File: src/rtl/ioctl_upload_reader.sv
// ioctl_upload_reader: serves HPS upload byte reads from core work RAM while the core CPU is paused.
// Optional IOCTL_UPLOAD_CHECKSUM_EN: a read of LAST_ADDR+1 returns the negated byte sum of the session.
module ioctl_upload_reader #(
    parameter logic [7:0]    UPLOAD_INDEX = 8'd2,
    parameter int            AW           = 11,
    parameter logic [AW-1:0] LAST_ADDR    = 11'h7FF,
    parameter logic [7:0]    TIMEOUT      = 8'd255
) (
    input  logic          clk_sys,
    input  logic          reset_n,
    input  logic          ioctl_upload,
    input  logic [7:0]    ioctl_index,
    input  logic          ioctl_rd,
    input  logic [24:0]   ioctl_addr,
    output logic [7:0]    ioctl_din,
    output logic          ioctl_wait,
    output logic          pause_req,
    input  logic          pause_ack,
    output logic [AW-1:0] ram_addr,
    output logic          ram_rd,
    input  logic [7:0]    ram_dout,
    input  logic          ram_valid
);
    typedef enum logic [2:0] {IDLE, PAUSE, READY, FETCH, HOLD} state_t;
    localparam logic [24:0] LAST_A = 25'(LAST_ADDR);

    state_t        state_q, state_d;
    logic [7:0]    din_q, din_d, cnt_q, cnt_d, oor_byte;
    logic [AW-1:0] addr_q, addr_d;
    logic          ram_rd_q, ram_rd_d, pend_q, pend_d;
    logic          sess, oor, fetch_live, capture, tmo;

    assign sess = ioctl_upload && ioctl_index == UPLOAD_INDEX;
    assign oor = ioctl_addr > LAST_A;
    assign fetch_live = sess && pause_ack && state_q == FETCH;
    // ram_valid in the request cycle itself cannot belong to this request (latency >= 1)
    assign capture = fetch_live && ram_valid && !ram_rd_q;
    assign tmo = fetch_live && !capture && cnt_q == TIMEOUT - 8'd1;

`ifdef IOCTL_UPLOAD_CHECKSUM_EN
    logic [7:0] sum_q;
    always_ff @(posedge clk_sys or negedge reset_n) begin
        if (!reset_n) sum_q <= '0;
        else sum_q <= state_q == IDLE ? 8'd0 : capture ? sum_q + ram_dout : sum_q;
    end
    assign oor_byte = ioctl_addr == LAST_A + 25'd1 ? 8'd0 - sum_q : 8'hFF;
`else
    assign oor_byte = 8'hFF;
`endif

    always_ff @(posedge clk_sys or negedge reset_n) begin
        if (!reset_n) begin
            state_q  <= IDLE;
            din_q    <= '0;
            addr_q   <= '0;
            ram_rd_q <= 1'b0;
            pend_q   <= 1'b0;
            cnt_q    <= '0;
        end else begin
            state_q  <= state_d;
            din_q    <= din_d;
            addr_q   <= addr_d;
            ram_rd_q <= ram_rd_d;
            pend_q   <= pend_d;
            cnt_q    <= cnt_d;
        end
    end

    always_comb begin
        state_d = state_q;
        if (!sess) state_d = IDLE;
        else begin
            case (state_q)
                IDLE:    state_d = PAUSE;
                PAUSE:   state_d = !pause_ack ? PAUSE : pend_q ? FETCH : READY;
                READY:   state_d = !pause_ack ? PAUSE : (ioctl_rd && !oor) ? FETCH : READY;
                FETCH:   state_d = !pause_ack ? PAUSE : (capture || tmo) ? HOLD : FETCH;
                HOLD:    state_d = pause_ack ? READY : PAUSE;
                default: state_d = IDLE;
            endcase
        end
    end

    // A read interrupted by pause loss stays pending and is re-issued on re-ack
    always_comb begin
        din_d    = din_q;
        addr_d   = addr_q;
        ram_rd_d = 1'b0;
        pend_d   = sess && state_q != IDLE && pend_q;
        cnt_d    = '0;
        if (sess && state_q == READY && ioctl_rd) begin
            din_d    = oor ? oor_byte : din_q;
            addr_d   = oor ? addr_q : ioctl_addr[AW-1:0];
            ram_rd_d = !oor && pause_ack;
            pend_d   = !oor && !pause_ack;
        end
        if (sess && state_q == PAUSE && pause_ack && pend_q) begin
            ram_rd_d = 1'b1;
            pend_d   = 1'b0;
        end
        if (sess && state_q == FETCH) begin
            din_d  = capture ? ram_dout : tmo ? 8'h00 : din_q;
            pend_d = !pause_ack;
            cnt_d  = cnt_q + 8'd1;
        end
    end

    always_comb begin
        pause_req  = state_q != IDLE;
        ioctl_wait = state_q == PAUSE || state_q == FETCH || state_q == HOLD;
    end

    assign ioctl_din = din_q;
    assign ram_addr  = addr_q;
    assign ram_rd    = ram_rd_q;
endmodule

File: config.mk
export PLATFORM = sky130hd
export DESIGN_NAME = ioctl_upload_reader
export DESIGN_NICKNAME = d
export VERILOG_FILES = /design/src/rtl/ioctl_upload_reader.sv
export SDC_FILE = /design/constraint.sdc
export NUM_CORES = 1
export LEC_CHECK = 0
export CORE_AREA = 2 2 64 66
export CTS_BUF_LIST = sky130_fd_sc_hd__clkbuf_8
export DETAILED_ROUTE_END_ITERATION = 12
export DIE_AREA = 0 0 66 68
export PLACE_DENSITY = 0.87
export SLEW_MARGIN = 20
export SYNTH_ARGS = -nofsm -noshare
export SYNTH_HDL_FRONTEND = slang
export SYNTH_SLANG_ARGS = --single-unit
export TNS_END_PERCENT = 10
File: constraint.sdc
create_clock -name clk_sys -period 1.9 [get_ports clk_sys]
set_input_delay 0.19 -clock clk_sys [delete_from_list [all_inputs] [get_ports clk_sys]]
set_output_delay 0.19 -clock clk_sys [all_outputs]
set_load 0.005 [all_outputs]
-- Word level (Yosys, flattened, before mapping)
Cells that the tools add are included.
- $add $sub $neg: 1
- $lt $le $gt $ge: 1
- eq/ne operators: 7
- multiplexer cells: 20
- bitwise operators: 1
- reductions and logical operators: 31
- operators by type and width (cell ; count):
    2-to-1 mux 8 bit ; 6
    greater-than comparator 25 x 11 -> 1 bit, second input constant ; 1
    logical AND 1 bit ; 18
    case mux 3 bit (5 select lines) ; 1
    2-to-1 mux 3 bit ; 3
    adder 8 x 1 -> 8 bit, second input constant ; 1
    equality test 8 x 2 -> 1 bit, second input constant ; 1
    equality test 8 bit, second input constant ; 1
    2-to-1 mux 1 bit ; 7
    equality test 3 x 2 -> 1 bit, second input constant ; 2
    2-to-1 mux 2 bit ; 3
    logical NOT 1 bit ; 4
    nonzero test 2 bit ; 2
    equality test 3 x 1 -> 1 bit, second input constant ; 1
    equality test 3 bit, second input constant ; 1
    logical NOT 3 bit ; 1
    logical OR 1 bit ; 3
    != test 3 bit, second input constant ; 1
    AND reduction 3 bit ; 1
    nonzero test 3 bit ; 1
    AND reduction 2 bit ; 1
    NOT 1 bit ; 1
- bits in registers: 32
- input port bits: 47
- output and inout bits: 22
- word-level logic and storage cells: 67

-- Logic depth before layout (Yosys ltp)
- depth in word-level cells: 14
- gate-level depth with buffers: 5
- gate-level depth less buffers: 5

-- Worst setup path before layout
Ideal clock, no wire load.
- path kind: input -> register
- from: input port ioctl_index[3]
- to: register addr_q[10] (netlist: ram_addr[10])
- arrival time: 1.834 ns
- data required time: 1.772 ns
- slack: -0.062 ns
- stages: 5
- path buffers: 1
- cells stage by stage: or4_4 -> or2_4 -> nor4_2 -> buf_4 -> mux2_1
- word-level cells in the longest chain between the ends: 5
- ends and longest elaborated chain (what ; RTL line ; RTL):
    start, declared ; 12 ; input logic [7:0] ioctl_index,
    equality test 8 x 2 -> 1 bit ; 33 ; assign sess = ioctl_upload && ioctl_index == UPLOAD_INDEX;
    logical AND 1 bit ; 33 ;
    logical AND 1 bit (2 in series) ; 91 ; if (sess && state_q == READY && ioctl_rd) begin
    AND reduction 2 bit (no source line) ; - ;
    end signal, assigned ; 62 ; addr_q <= addr_d;
    end, declared ; 29 ; logic [AW-1:0] addr_q, addr_d;
No other way between the ends.
A chain may end at the register's enable or synchronous reset.

-- Final worst setup path
- from: input port ioctl_index[6]
- to: register addr_q[10] (netlist: ram_addr[10])
The elaborated chain is that of the path after synthesis.

==> results.json <==
{
  "synth_cell_types": 37,
  "p_per_area_nw_per_um2": 506,
  "critPathSlowestCell": "clkdlybuf4s50_1",
  "fin_total_pwr_mw": 1.35,
  "fmax_ghz": 0.546,
  "ys_warn_count": 0,
  "yosysSeqAreaShare": 0.508,
  "final-hold-violation-count": 0,
  "worstReg2RegEnd": "ram_addr[10]$_DFFE_PN0P_",
  "die_area_um2": 4490,
  "drive_gt1_frac": 0.233,
  "clkLatencyLatePin_ps": 280,
  "endpoint_kind": "flip-flop",
  "synth.avg_cell_area_um2": 10.9,
  "ff2ff_path_depth": 5,
  "use_met1": 0.256,
  "hold_buffers": 0,
  "grt_overflow": 0,
  "final_cell_area_um2": 2670,
  "netlist_instances": 144,
  "layout.cells.non_filler": 286,
  "path_cells": "clkdlybuf4s50_1 > or2_4 > or2_4 > nor4_4 > buf_4 > clkbuf_16 > mux2_4",
  "r2r_start": "state_q[0]$_DFF_PN0_",
  "path_clk_slew_ps": 70,
  "cp_common_cell": "or2_4",
  "cts_max_level": 2,
  "cts_buffers": 5,
  "detail-route-antenna-nets": 0,
  "wl_per_cell_um": 14.9,
  "clock-skew-final_ps": 3.97,
  "cpPeakStageDelay_ps": 410,
  "drv_slew": 0,
  "max_cap_viol_count": 0,
  "drt-initial-drc-count": 132,
  "start_kind": "input port",
  "place_area_um2": 2450,
  "io_pins": 69,
  "wirelength_um": 4250,
  "relSlewSlack": 0.705,
  "grt_pass1_wl_um": 6800,
  "initial_utilization": 0.409,
  "grt_start_max_net_pins": 33,
  "drc": 0,
  "place_inst": 273,
  "place_ws_ps": -339,
  "fin_crit_sh": 0.964,
  "ir_drop_uv": 448,
  "gr-usage-met2": 0.347,
  "grtUsageTotal": 0.198,
  "setup_ws_ps": 67.9,
  "die_x_um": 66,
  "coreArea_um2": 3860,
  "grt_pass1_vias": 1417,
  "rrSetupSlack_ps": 150,
  "use_met3": 0.0428,
  "crit_family": "simple AND/OR/NAND/NOR gates",
  "first_pass_iters": 4,
  "area_delta_synth_final_pct": 69.3,
  "synth_area_um2": 1580,
  "critPathBufInv": 3,
  "worstMarginPinSlew_ps": 436,
  "vias": 1452,
  "synth-seq-cells": 32,
  "nNetsFinal": 284,
  "antenna_found_initial": 0,
  "criticalPathCategory": "in -> reg",
  "critPathRequiredTime_ps": 2060,
  "place_hpwl_um": 2870,
  "hold_class": "in -> async",
  "status": "completed",
  "post-route-min-period_ps": 1830,
  "cts_tree": "built",
  "die_h_um": 68,
  "setup_tns_ps": 0,
  "portBuffers": 68,
  "rows": 23,
  "hold_ws_ps": 308,
  "cts_root_buf": "clkbuf_8",
  "diodes": 0,
  "gp_congestion": 0.888,
  "viasPerCell": 5.08,
  "synth_nets": 193,
  "setup_viol": 0,
  "busiest_layer": "met2",
  "cp_data_arrival_time_ps": 2000,
  "clockBufferDepth": 2,
  "power.leakage_nw": 1.18,
  "clock_sinks": 32,
  "utilization": 0.691,
  "cp_max_fo": 5,
  "n_fill_cell": 295
}
==> final cells by class <==
type	count	area, um2	area share
Clock inverter	2	10.0	0.00375
Multi-Input combinational cell	104	815	0.305
Clock buffer	6	82.6	0.0310
Timing Repair Buffer	90	887	0.333
Tap cell	50	62.6	0.0235
Sequential cell	32	802	0.301
Inverter	2	7.51	0.00282
==> worst reg2reg max path: stages, from the launching register on <==
cell and delay, ps:
dfrtp_2 440, nand4bb_1 310, nor4_4 290, buf_4 160
clkbuf_16 140, mux2_4 300
==> registers in the layout, indices dropped and copies added, names as in the netlist <==
signal     cells
cnt_q          8
state_q        3
ioctl_din      8
ram_rd         1
pend_q         1
ram_addr      11
==> layer usage <==
metal	vias up	wire length, um
li1	701	-
met1	694	1780
met2	55	2230
met3	2	233
met4	0	8
met5	-	0
==> timing repair <==
action                                  CTS  global route
gates cloned                              1             0
endpoints found under the setup margin   11            12
pin swaps                                 7             7
setup buffers                             2             2
gates resized for setup                  26            13
==> cell families (layout without fill, tap and decap cells) <==
group	Yosys count	in the layout	share of synthesized area
flops	32	32	0.508
xor+xnor	6	6	0.0334
fa+ha+maj	2	2	0.0159
mux	19	19	0.129
simple gates	56	56	0.211
compound gates	21	21	0.0802
buf+inv	8	100	0.0214
==> synthesized netlist by cell type <==
library cell  number  area (um2)
dfrtp_1           32         801
nand2_1           13        48.8
a21oi_1           11        55.1
mux2_1            11         124
nor2_1            10        37.5
mux2i_1            8        80.1
nand3_1            6        30.0
xor2_1             5        43.8
clkbuf_1           4        15.0
nor4_1             4        25.0
nor2b_1            3        18.8
o21ai_0            3        15.0
and4_1             2        17.5
ha_1               2        25.0
inv_1              2        7.51
nand3b_1           2        15.0
nand4_1            2        12.5
nor3_1             2        10.0
nor4_2             2        25.0
o211ai_1           2        15.0
or2_2              2        12.5
a21o_1             1        7.51
a31oi_1            1        6.26
a41oi_1            1        8.76
and3_1             1        6.26
buf_1              1        3.75
buf_4              1        7.51
nand2b_1           1        6.26
nand4b_1           1        8.76
nand4bb_1          1        11.3
nor4_4             1        21.3
o311ai_0           1        8.76
o32a_1             1        10.0
or2_4              1        8.76
or3_1              1        6.26
or4_4              1        11.3
xnor2_1            1        8.76
==> how the worst max path moves through the flow <==
stage	to	cells after the start	start
6_report	ram_addr[10]$_DFFE_PN0P_	7	ioctl_index[6]
5_1_grt	ram_addr[10]$_DFFE_PN0P_	7	ioctl_index[5]
4_1_cts	ram_addr[0]$_DFFE_PN0P_	6	ioctl_addr[13]
3_5_place_dp	ram_addr[2]$_DFFE_PN0P_	6	ioctl_index[3]
3_3_place_gp	ram_addr[4]$_DFFE_PN0P_	6	ioctl_index[3]
2_1_floorplan	ioctl_din[0]$_DFFE_PN0P_	4	ioctl_index[3]
==> report_power, final <==
group	switching, mW	internal [mW]	leakage (nW)
logic	0.0474	0.0906	0.688
registers	0.0000812	0.681	0.446
clock network	0.242	0.289	0.0510
==> cell usage in the layout, fill, tap and decap left out, types with 2 or more instances in the layout <==
| cell | netlist | final |
|---|---|---|
| dfrtp_1 | 32 | 31 |
| xor2_1 | 5 | 5 |
| nor2_1 | 10 | 10 |
| nor2b_1 | 3 | 2 |
| nand3b_1 | 2 | 2 |
| a21oi_1 | 11 | 11 |
| clkdlybuf4s15_1 | 0 | 2 |
| ha_1 | 2 | 2 |
| nand3_1 | 6 | 6 |
| inv_1 | 2 | 2 |
| and4_1 | 2 | 2 |
| or2_4 | 1 | 2 |
| nor3_1 | 2 | 2 |
| clkinv_2 | 0 | 2 |
| dlygate4sd2_1 | 0 | 5 |
| o21ai_0 | 3 | 3 |
| clkdlybuf4s50_1 | 0 | 53 |
| clkbuf_8 | 0 | 6 |
| buf_12 | 0 | 2 |
| nor4_4 | 1 | 2 |
| nor4_2 | 2 | 4 |
| dlymetal6s2s_1 | 0 | 6 |
| o211ai_1 | 2 | 2 |
| nand2_1 | 13 | 13 |
| nand4_1 | 2 | 2 |
| buf_4 | 1 | 19 |
| mux2_4 | 0 | 11 |
| mux2i_1 | 8 | 8 |
Power figures use the tool's default switching activity.
